--- config.mk ---
export PLATFORM = sky130hd
export DESIGN_NAME = bus_round_robin_arbiter
export DESIGN_NICKNAME = d
export VERILOG_FILES = /design/src/rtl/bus_round_robin_arbiter.sv
export SDC_FILE = /design/constraint.sdc
export NUM_CORES = 1
export LEC_CHECK = 0
export ABC_CLOCK_PERIOD_IN_PS = 2800
export CAP_MARGIN = 20
export CORE_MARGIN = 4
export CORE_UTILIZATION = 50
export DETAILED_ROUTE_END_ITERATION = 16
export HOLD_SLACK_MARGIN = 0.12
export PLACE_DENSITY = 0.81
export SLEW_MARGIN = 0
export SYNTH_ARGS = -nofsm -noshare
export SYNTH_HDL_FRONTEND = slang
export SYNTH_SLANG_ARGS = --single-unit
--- constraint.sdc ---
create_clock -name clk_i -period 2.8 [get_ports clk_i]
set_input_delay 0.28 -clock clk_i [delete_from_list [all_inputs] [get_ports clk_i]]
set_output_delay 0.28 -clock clk_i [all_outputs]
set_load 0.02 [all_outputs]
--- src/rtl/bus_round_robin_arbiter.sv ---
// -----------------------------------------------------------------------------
// bus_round_robin_arbiter
//
// Purpose:
//   Round-robin arbiter for the shared single-master-at-a-time system bus
//   (begin/end transaction protocol). It grants the bus to one of NUM_MASTERS
//   requesters and tracks each transaction from its begin strobe to its
//   end/error strobe. After that strobe it releases the grant and rotates
//   priority past the master that just finished. It drives grant lines only;
//   no data is muxed here.
//
// Optional feature (compile-time macro BUS_ARB_WATCHDOG_EN):
//   When defined, a BUSY-cycle watchdog ends a hung transaction. On the timeout
//   it pulses bus_error_o and bus_endTransaction_o together for one cycle, then
//   releases the grant. When undefined, both outputs are tied low and a hung
//   transaction keeps the grant forever.
//
// Parameters:
//   NUM_MASTERS     number of requesters, 2..32
//   TIMEOUT_CYCLES  watchdog limit in clk_i cycles (watchdog build only), >= 2
//
// Ports:
//   clk_i                   in   system clock
//   rst_i                   in   synchronous, active-high reset
//   bus_request_i           in   per-master request level [NUM_MASTERS]
//   bus_grant_o             out  one-hot-or-zero grant, registered [NUM_MASTERS]
//   bus_beginTransaction_i  in   begin strobe from the granted master
//   bus_endTransaction_i    in   end strobe from slave or master
//   bus_error_i             in   error strobe from slaves (ends the transaction)
//   bus_endTransaction_o    out  watchdog-forced end strobe (OR'ed onto bus)
//   bus_error_o             out  watchdog-forced error strobe (OR'ed onto bus)
// -----------------------------------------------------------------------------
module bus_round_robin_arbiter #(
  parameter int NUM_MASTERS    = 4,
  parameter int TIMEOUT_CYCLES = 1024
) (
  input  logic                   clk_i,
  input  logic                   rst_i,
  input  logic [NUM_MASTERS-1:0] bus_request_i,
  output logic [NUM_MASTERS-1:0] bus_grant_o,
  input  logic                   bus_beginTransaction_i,
  input  logic                   bus_endTransaction_i,
  input  logic                   bus_error_i,
  output logic                   bus_endTransaction_o,
  output logic                   bus_error_o
);

  // Reject out-of-range configurations at elaboration time.
  if ((NUM_MASTERS < 2) || (NUM_MASTERS > 32) || (TIMEOUT_CYCLES < 2)) begin : g_cfg_invalid
    $error("bus_round_robin_arbiter: NUM_MASTERS must be 2..32 and TIMEOUT_CYCLES >= 2");
  end

  localparam int PTR_W = $clog2(NUM_MASTERS);
  localparam logic [PTR_W-1:0] LAST_IDX = PTR_W'(NUM_MASTERS - 1);
  localparam logic [PTR_W-1:0] ONE_IDX  = PTR_W'(1);

  typedef enum logic [1:0] {
    ST_IDLE    = 2'd0,
    ST_GRANTED = 2'd1,
    ST_BUSY    = 2'd2
  } state_t;

  state_t                 state_r;
  logic [NUM_MASTERS-1:0] grant_r;
  logic [PTR_W-1:0]       ptr_r;       // highest-priority index for the next pick
  logic [PTR_W-1:0]       owner_r;     // index of the master currently granted
  logic                   pick_valid_s;
  logic [PTR_W-1:0]       pick_idx_s;
  logic                   wd_fire_s;   // watchdog pulse, acts as an end strobe
  logic                   end_s;       // any transaction-terminating event

  // Increment an index with an explicit wrap, so non-power-of-2 counts never
  // produce an out-of-range index.
  function automatic logic [PTR_W-1:0] next_idx(input logic [PTR_W-1:0] idx);
    logic [PTR_W-1:0] res;
    if (idx == LAST_IDX) begin
      res = '0;
    end else begin
      res = idx + ONE_IDX;
    end
    return res;
  endfunction

  // Convert an index into a one-hot grant vector.
  function automatic logic [NUM_MASTERS-1:0] onehot(input logic [PTR_W-1:0] idx);
    logic [NUM_MASTERS-1:0] res;
    res      = '0;
    res[idx] = 1'b1;
    return res;
  endfunction

  // Round-robin pick: first requester at an index >= ptr_r, wrapping once.
  always_comb begin
    logic [PTR_W-1:0] idx_v;
    pick_valid_s = 1'b0;
    pick_idx_s   = ptr_r;
    idx_v        = ptr_r;
    for (int i = 0; i < NUM_MASTERS; i++) begin
      if (!pick_valid_s && bus_request_i[idx_v]) begin
        pick_valid_s = 1'b1;
        pick_idx_s   = idx_v;
      end else begin
        pick_valid_s = pick_valid_s;
      end
      idx_v = next_idx(idx_v);
    end
  end

`ifdef BUS_ARB_WATCHDOG_EN
  localparam int CNT_W = $clog2(TIMEOUT_CYCLES);
  localparam logic [CNT_W-1:0] CNT_LIMIT = CNT_W'(TIMEOUT_CYCLES - 1);
  localparam logic [CNT_W-1:0] CNT_ONE   = CNT_W'(1);

  logic [CNT_W-1:0] wd_cnt_r;
  logic             wd_pulse_r;

  // Watchdog: count BUSY cycles. If the limit cycle passes with no genuine
  // end/error, raise a single-cycle pulse. The pulse cycle is still BUSY, and
  // the FSM treats the pulse as the end strobe.
  always_ff @(posedge clk_i) begin
    if (rst_i) begin
      wd_cnt_r   <= '0;
      wd_pulse_r <= 1'b0;
    end else if ((state_r == ST_GRANTED) && bus_beginTransaction_i) begin
      wd_cnt_r   <= '0;
      wd_pulse_r <= 1'b0;
    end else if ((state_r == ST_BUSY) && !wd_pulse_r &&
                 !bus_endTransaction_i && !bus_error_i) begin
      if (wd_cnt_r == CNT_LIMIT) begin
        wd_pulse_r <= 1'b1;
      end else begin
        wd_cnt_r <= wd_cnt_r + CNT_ONE;
      end
    end else begin
      wd_pulse_r <= 1'b0;
    end
  end

  assign wd_fire_s            = wd_pulse_r;
  assign bus_error_o          = wd_pulse_r;
  assign bus_endTransaction_o = wd_pulse_r;
`else
  assign wd_fire_s            = 1'b0;
  assign bus_error_o          = 1'b0;
  assign bus_endTransaction_o = 1'b0;
`endif

  assign end_s = bus_endTransaction_i | bus_error_i | wd_fire_s;

  // Arbitration FSM with registered grant. Stray end/error strobes are ignored
  // outside BUSY, and begin strobes are ignored outside GRANTED.
  always_ff @(posedge clk_i) begin
    if (rst_i) begin
      state_r <= ST_IDLE;
      grant_r <= '0;
      ptr_r   <= '0;
      owner_r <= '0;
    end else begin
      case (state_r)
        ST_IDLE: begin
          if (pick_valid_s) begin
            grant_r <= onehot(pick_idx_s);
            owner_r <= pick_idx_s;
            state_r <= ST_GRANTED;
          end else begin
            grant_r <= '0;
          end
        end
        ST_GRANTED: begin
          // Begin wins over a simultaneous request drop.
          if (bus_beginTransaction_i) begin
            state_r <= ST_BUSY;
          end else if (!bus_request_i[owner_r]) begin
            // Abandoned grant: priority is not rotated.
            grant_r <= '0;
            state_r <= ST_IDLE;
          end else begin
            state_r <= ST_GRANTED;
          end
        end
        ST_BUSY: begin
          if (end_s) begin
            grant_r <= '0;
            ptr_r   <= next_idx(owner_r);
            state_r <= ST_IDLE;
          end else begin
            state_r <= ST_BUSY;
          end
        end
        default: begin
          grant_r <= '0;
          state_r <= ST_IDLE;
        end
      endcase
    end
  end

  assign bus_grant_o = grant_r;

endmodule

==> flow_summary_export.csv <==
group,metric,value,unit
routing,wl_per_cell,15.3,um
yosys,syn_area_per_cell,9.06,um^2
floorplan,fp.dieH,48.6,um
final_layout,drive_gt1_share,21.2,%
routing,ant_nets,0,
clock_network,ctsResizeCount,0,
setup_path,crit_path_start_kind,"flop",
clock_network,clockBufferDepth,2,
clock_network,cts_buffers,3,
routing,vias,725,
yosys,yosysWarnings,0,
final_layout,n_antenna_cell,0,
place,gp_congestion,0.871,
routing,drtPass1Iterations,4,
clock_network,holdBufCountCts,0,
final_layout,fin_area,977,um^2
grt,grt.overflow.total,0,
yosys,synth.top_cell.area_share,24.3,%
yosys,ys.flop_type,"dfxtp_1",
grt,grt_pass1_wl,2.92,mm
setup_path,path_class,"flop to flop",
routing,drt_iter0_drc,17,
setup_path,endpoint_kind,"flop",
pwr,p_per_area,468,nW/um^2
setup_path,worstPathArrival,2480,ps
setup_path,required,3000,ps
timing,slew_headroom,66.5,%
yosys,yosysTopAreaCell,"dfxtp_1",
clock_network,clkSinkCount,10,
yosys,syn_area,825,um^2
grt,grt_max_degree,14,
final_layout,fin_nets,116,
routing,drc,0,
timing,rsz0062_at_grt,"false",
yosys,syn_inst,91,
run,max_cap_violations,0,
grt,grt_use_total,15.7,%
grt,grt_pass1_vias,632,
pwr,fin_total_pwr,457,uW
floorplan,placementRows,14,
floorplan,die_w,48.6,um
final_layout,synthToLayoutAreaGrowth,18.5,%
pwr,peakVddDrop,0.375,mV
yosys,async_flop_share,0,%
timing,setup_viol,0,
clock_network,htree_levels,1,
routing,wl,1.83,mm
floorplan,die_area,2360,um^2
timing,worst_pin_slew,502,ps
place,place_area,941,um^2
timing,hold_violations,0,
yosys,synth_most_common_cell,"nor2_1",
floorplan,placeableCoreArea,1520,um^2
clock_network,cts-root-buf,"clkbuf_4",
clock_network,cts_tree,"yes",
place,port_buffers,12,
yosys,yosysSeqAreaShare,24.3,%
floorplan,pin_count,15,
pwr,power.leakage,0.389,nW
setup_path,r2r_cells,8,
yosys,synth_area_leaders,"dfxtp_1 (24%), mux4_2 (5.5%), nor2_1 (5.0%)",
yosys,synth_enable_flop_cells,0,
timing,slew_violations,0,
timing,period_share,81.4,%
clock_network,cts.reportedPaths.clkPinSlew,70,ps
timing,max_freq,439,MHz
timing,setup_tns,0,ps
yosys,synth_commonest_cells,"nor2_1 (11), dfxtp_1 (10), nand2_1 (7), a21oi_1 (5), o21ai_1 (5)",
routing,avgViaCountPerCell,6.04,
grt,antenna_found_initial,0,
yosys,synth_cell_type_count,42,
clock_network,clkLatencyLatePin,270,ps
clock_network,post_cts_buffers,0,
timing,fin_crit,2280,ps
timing,clock_skew,8.21,ps
yosys,synth-seq-cells,10,
hold_path,hold_class,"flop to flop",
hold_path,hold_depth,2,
place,dp_hpwl,1.42,mm
setup_path,cp_max_fo,10,
status,outcome,"completed",
floorplan,initial_core_util,54.1,%
==> logic make-up (layout without fill, tap and decap cells) <==
family	Yosys count	count (layout)	share of synthesized area [%]
AOI/OAI and AO/OA	27	27	23.7
xor gates and xnor gates	2	2	3.04
adders and majority gates	2	2	3.03
buffers and inverters	9	21	6.52
DFF	10	10	24.3
muxes	10	10	18.2
other	1	2	0.455
and+or+nand+nor	30	30	20.8
==> path summary, 6_finish.rpt <==
kind | start | endpoint | slack (ps)
worst max-delay path | ptr_r[0] | bus_grant_o[3] | 520
worst min-delay path | bus_grant_o[2] | bus_grant_o[2] | 450
worst max register to register | ptr_r[0] | bus_grant_o[3] | 520
worst min register to register | bus_grant_o[2] | bus_grant_o[2] | 450
==> report_power, final <==
group	internal, mW	switching (mW)
combinational	0.0745	0.0841
sequential	0.157	0.0122
clock	0.0790	0.0505
total	0.310	0.147
==> area by class of cell <==
| type | instances | area (um^2) |
|---|---|---|
| inverter | 3 | 11.3 |
| sequential | 10 | 200 |
| tap | 16 | 20.0 |
| timing repair buffer | 14 | 135 |
| clock buffer | 4 | 36.3 |
| multi-input combinational | 73 | 574 |
| fill | 122 | 547 |
==> metal layers <==
layer,vias to the layer above,global-route usage [%],wire [um]
met1,340,20.5,851
met2,18,23.7,853
met3,4,5.52,104
met5,-,0,0
met4,0,5.38,22
li1,363,-,-
==> stage by stage <==
step	hold slack, ps	util [%]	instances	worst slack [ps]
6_report	451	64.1	120	521
5_1_grt	483	64.1	120	371
4_1_cts	455	64.1	120	538
3_5_place_dp	447	61.7	116	525
3_3_place_gp	437	61.7	116	608
2_1_floorplan	420	-	92	758
==> critical path, cell delays in order, from the launching register on <==
cell and delay, ps:
dfxtp_1 310, ha_1 470, xor2_1 230, a32o_1 270, nand2b_1 170, o21ai_2 260
and4b_1 270, nand2_1 90, o21ai_1 140
==> registers in the layout, indices dropped and copies added, names as in the netlist <==
register	count
bus_grant_o	4
state_r	2
ptr_r	2
owner_r	2
==> cell usage in the layout, fill, tap and decap left out, types with 2 or more instances in the layout <==
| master | netlist | final |
|---|---|---|
| a21oi_1 | 5 | 5 |
| a31oi_1 | 3 | 3 |
| buf_4 | 3 | 2 |
| clkbuf_4 | 0 | 3 |
| clkdlybuf4s50_1 | 0 | 12 |
| conb_1 | 1 | 2 |
| dfxtp_1 | 10 | 10 |
| ha_1 | 2 | 2 |
| inv_1 | 3 | 3 |
| mux2_2 | 3 | 3 |
| mux2i_1 | 3 | 3 |
| mux4_2 | 2 | 2 |
| nand2_1 | 7 | 7 |
| nand2b_1 | 2 | 2 |
| nor2_1 | 11 | 11 |
| nor3_1 | 2 | 2 |
| o21ai_0 | 3 | 3 |
| o21ai_1 | 5 | 5 |
Note: power is estimated with default switching activity, not from simulation.
==> patch 1, RTL diff (config.mk and constraints unchanged) <==
Build with the macro `BUS_ARB_WATCHDOG_EN` defined.
--- a/src/rtl/bus_round_robin_arbiter.sv
+++ b/src/rtl/bus_round_robin_arbiter.sv
@@ -31,4 +31,6 @@
 //   bus_error_o             out  watchdog-forced error strobe (OR'ed onto bus)
 // -----------------------------------------------------------------------------
+`define BUS_ARB_WATCHDOG_EN
+
 module bus_round_robin_arbiter #(
   parameter int NUM_MASTERS    = 4,
Behaviour: no difference found for any inputs over 10 cycles, from zero or initial values and one cycle with rst_i high; that may be too few to reach the edited logic, so the function may still have changed.
==> patch 1 against the original RTL <==
- setup slack worse by 0.21 ns
- largest power group unchanged
- wire length is 62% higher
- non-clock buffer count is 3 higher
- total power is 40% higher
- clock power is 16% higher
- design area is 55% higher
- synthesized area is 62% higher
- largest cell class unchanged
- cell count is 63% higher
- global-route usage is 3.0 points higher
- sequential power is 94% higher
- sequential share of layout area is 7.3 points higher
- sequential cell count is 11 higher
==> patch 1: results (changes against the original RTL) <==
[place]
placed_area_um2 = 1490  ; was 941 um2
gp_congestion = 0.873  ; was 0.871
port_buffers = 14  ; was 12

[drt]
wire_per_inst_um = 15.2  ; was 15.3 um
drt_iter0_markers = 42  ; was 17
routed_wl_um = 2970  ; was 1830 um
viasPerCell = 6.13  ; was 6.04

[setup_path]
worstPathArrival_ns = 2.75  ; was 2.48 ns
critPathTopFamily = simple AND/OR/NAND/NOR gates  ; was compound AO/OA/AOI/OAI gates

[grt]
grt_pass1_wl_um = 5140  ; was 2920 um
grt_max_degree = 23  ; was 14
track_usage_pct = 18.7  ; was 15.7%
grt_pass1_vias = 1170  ; was 632

[sta]
final.period_utilization_pct = 89.0  ; was 81.4%
worst-slew-pin-transition_ns = 0.509  ; was 0.502 ns
holdWs_ns = 0.487  ; was 0.451 ns

[logic_synthesis]
yosysSeqAreaShare_pct = 31.4  ; was 24.3%
ys_types = 51  ; was 42
synth.top_cells.by_area = dfxtp_1 31%, nor2_1 5.6%, mux2i_1 5.2%, xor2_1 5.2%, mux4_1 3.9%  ; was dfxtp_1 24%, mux4_2 5.5%, nor2_1 5.0%, mux2_2 4.1%, mux2i_1 3.6%
syn_area_per_cell_um2 = 8.74  ; was 9.06 um2
netlist_top_cells_count = 21 x dfxtp_1, 20 x nor2_1, 8 x nor3_1, 8 x xor2_1  ; was 11 x nor2_1, 10 x dfxtp_1, 7 x nand2_1, 5 x a21oi_1, 5 x o21ai_1

[layout]
fillerInstances = 223  ; was 122
final_net_count = 178  ; was 116
drive_gt1_share_pct = 7.27  ; was 21.2%

[pwr]
peakVddDrop_uv = 301  ; was 375 uV
p_int_mw = 0.441  ; was 0.310 mW
p_leak_nw = 0.562  ; was 0.389 nW

[run_status]
outcome = finished clean  ; unchanged

-- patch 1: path summary, 6_finish.rpt --
path	start	end	cells after the start
hold / removal	bus_grant_o[2]$_SDFFE_PP0P_	bus_grant_o[2]$_SDFFE_PP0P_	2
setup reg to reg	ptr_r[0]$_SDFFE_PP0P_	bus_grant_o[0]$_SDFFE_PP0P_	7
setup / recovery	ptr_r[0]$_SDFFE_PP0P_	bus_grant_o[0]$_SDFFE_PP0P_	7
hold reg to reg	bus_grant_o[2]$_SDFFE_PP0P_	bus_grant_o[2]$_SDFFE_PP0P_	2
-- patch 1: cell type report --
cell class | instances | share of cell area (%)
clock buffers | 3 | 1.49
clock inverters | 1 | 0.331
well taps | 30 | 2.48
flip-flops and latches | 21 | 27.8
repair buffers | 17 | 10.8
multi-input cells | 120 | 56.4
inverters | 3 | 0.744
-- patch 1: metal layers --
metal / vias up / wire length, um / track usage (%)
met5: - / 0 / 0
met4: 0 / 70 / 10.1
met3: 9 / 115 / 1.94
met2: 41 / 1440 / 31.0
met1: 560 / 1340 / 23.5
li1: 586 / - / -
-- patch 1: kinds of logic after synthesis --
kind of cell,count (synthesis),synth area share (%)
flip-flops,21,31.4
XOR/XNOR,11,7.20
buffers and inverters,12,4.77
AO/OA/AOI/OAI,32,17.8
multiplexers,11,11.7
adder cells (fa/ha/maj),3,2.81
AND/OR/NAND/NOR,63,24.3
-- patch 1: power groups by stage --
stage               logic (mW)  clock network [mW]  registers, mW
global route             0.177               0.169          0.331
floorplan                0.109                   0          0.335
CTS                      0.159               0.152          0.328
global placement         0.152                   0          0.334
finish                   0.161               0.150          0.328
detailed placement       0.158                   0          0.335
==> patch 2, RTL diff (same settings) <==
Made on the original files. The 3 states of `state_t` get a one-hot encoding in 3 bits.
--- a/src/rtl/bus_round_robin_arbiter.sv
+++ b/src/rtl/bus_round_robin_arbiter.sv
@@ -55,8 +55,8 @@
   localparam logic [PTR_W-1:0] ONE_IDX  = PTR_W'(1);
 
-  typedef enum logic [1:0] {
-    ST_IDLE    = 2'd0,
-    ST_GRANTED = 2'd1,
-    ST_BUSY    = 2'd2
+  typedef enum logic [2:0] {
+    ST_IDLE    = 3'b001,
+    ST_GRANTED = 3'b010,
+    ST_BUSY    = 3'b100
   } state_t;
 
Behaviour: no difference found for any inputs over 10 cycles, from zero or initial values and one cycle with rst_i high; not proved beyond that.
==> patch 2 against the original RTL <==
- setup slack lost 0.19 ns
- design area is 5.4% higher
- synthesized area rose by 8.2%
- largest cell class unchanged
- count of clock-buffer cells in the layout is the same
- sequential cell count grew 1
- wire length grew 3.3%
- total power down 13%
- critical path depth down 1
- sequential power increased by 7%
==> patch 2: results (changes against the original RTL) <==
[drt]
viasPerCell = 5.73  ; was 6.04
drt_iter0_markers = 23  ; was 17
routed_wl_um = 1890  ; was 1830 um
drt-pass1-iter-count = 4  ; unchanged
drc = 0  ; unchanged

[clocking]
cts_buffers = 3  ; unchanged
clkTransAtPathRegs_ns = 0.06
h-tree-depth = 1  ; unchanged
insertion_delay_ns = 0.27  ; about the same
clockBufferDepth = 2  ; unchanged
cts_root_buf = clkbuf_4  ; unchanged
cts_resized = 0  ; unchanged
post_cts.repair.setup_buffers = 0  ; unchanged

[pwr]
p_leak_nw = 0.371  ; was 0.389 nW
peakVddDrop_uv = 277  ; was 375 uV
p_int_mw = 0.276  ; was 0.310 mW

[place]
gp_congestion = 0.882  ; was 0.871
dp.final_hpwl_um = 1450  ; was 1420 um
port_buffers = 12  ; unchanged
place_ws_ns = 0.180  ; was 0.525 ns

[run_status]
outcome = finished clean  ; unchanged

[worst_hold_path]
whs_path_depth = 2  ; unchanged
hp-class = flip-flop to flip-flop  ; unchanged

[logic_synthesis]
synth_edf_count = 0  ; unchanged
ys_types = 42  ; unchanged
yosysSeqAreaShare_pct = 24.7  ; was 24.3%
synth.yosys.warnings = 0  ; unchanged
synth_cells = 105  ; was 91
synth.top_cells.by_area = dfxtp_1 25%, mux4_2 5.0%, a211oi_1 4.2%, mux2_2 3.8%, a21oi_1 3.4%  ; was dfxtp_1 24%, mux4_2 5.5%, nor2_1 5.0%, mux2_2 4.1%, mux2i_1 3.6%
netlist_top_cells_count = 11 x dfxtp_1, 8 x nor2_1, 7 x nand2_1, 6 x a21oi_1, 6 x o21ai_0  ; was 11 x nor2_1, 10 x dfxtp_1, 7 x nand2_1, 5 x a21oi_1, 5 x o21ai_1
async_reset_ff_share_pct = 0  ; unchanged
synth-main-ff-cell = dfxtp_1  ; unchanged

[sta]
fin_skew_ns = 0.000434  ; was 0.00821 ns
final_max_slew_viol_count = 0  ; unchanged

[grt]
track_usage_pct = 16.7  ; was 15.7%
antenna_found_initial = 0  ; unchanged
grt_max_degree = 12  ; was 14
grt_pass1_vias = 711  ; was 632
grt_pass1_wl_um = 3220  ; was 2920 um

[setup_path]
crit_path_top_delay_cell = ha_1  ; unchanged
critPathTopFamily = compound AO/OA/AOI/OAI gates  ; unchanged
r2r_slack_ns = 0.33  ; was 0.52 ns
cp_slowest_stage_delay_ns = 0.48
crit_fanout = 8  ; was 10
worstPathArrival_ns = 2.63  ; was 2.48 ns
r2r_cells = 7  ; was 8

[layout]
final_net_count = 127  ; was 116
largest_register_ffs = 4  ; unchanged
diodes = 0  ; unchanged
drive_gt1_share_pct = 16.5  ; was 21.2%
fin_cells = 140  ; was 120

patch 2: layout make-up:
cell class	count	area, um2
Clock buffer	4	26.3
Timing Repair Buffer	15	143
Inverter	3	11.3
Sequential cell	11	220
Tap cell	25	31.3
Multi-Input combinational cell	82	598
Fill cell	156	678
patch 2: path summary, 6_finish.rpt:
kind                          startpoint                     endpoint
max                ptr_r[1]$_SDFFE_PP0P_  bus_grant_o[2]$_SDFFE_PP0P_
min          bus_grant_o[0]$_SDFFE_PP0P_  bus_grant_o[0]$_SDFFE_PP0P_
max reg2reg        ptr_r[1]$_SDFFE_PP0P_  bus_grant_o[2]$_SDFFE_PP0P_
min reg2reg  bus_grant_o[0]$_SDFFE_PP0P_  bus_grant_o[0]$_SDFFE_PP0P_
patch 2: metrics by stage:
step           cell area (um2)  hold slack [ns]
6_report                  1030            0.454
3_3_place_gp              1000            0.436
4_1_cts                   1030            0.457
2_1_floorplan              896            0.429
3_5_place_dp              1000            0.445
5_1_grt                   1030            0.476
patch 2: power by group through the flow:
stage | Combinational, mW | Clock (mW) | Sequential, mW
3_3_place_gp | 0.105 | 0 | 0.183
3_5_place_dp | 0.108 | 0 | 0.184
2_1_floorplan | 0.0747 | 0 | 0.185
4_1_cts | 0.108 | 0.111 | 0.181
5_1_grt | 0.120 | 0.120 | 0.182
6_report | 0.109 | 0.107 | 0.181
patch 2: metal layers:
layer	part of all wire [%]	GRT usage (%)
met1	48	22.5
met2	46	25.7
met3	5.1	5.34
met4	0.90	4.15
met5	0	0
patch 2: kinds of logic (layout without fill, tap and decap cells):
family | count (synthesis) | count (layout) | synth area share (%)
adders and majority gates | 2 | 2 | 2.80
DFF | 11 | 11 | 24.7
muxes | 7 | 7 | 11.1
other | 1 | 2 | 0.420
AOI/OAI and AO/OA | 31 | 31 | 25.0
buffers and inverters | 13 | 22 | 8.70
and+or+nand+nor | 40 | 40 | 27.4
patch 2: tightest hold or removal path, cell delays in order, from the launching register on:
cell,delay (ns)
dfxtp_1,0.31
nand2_1,0.05
o21ai_1,0.05
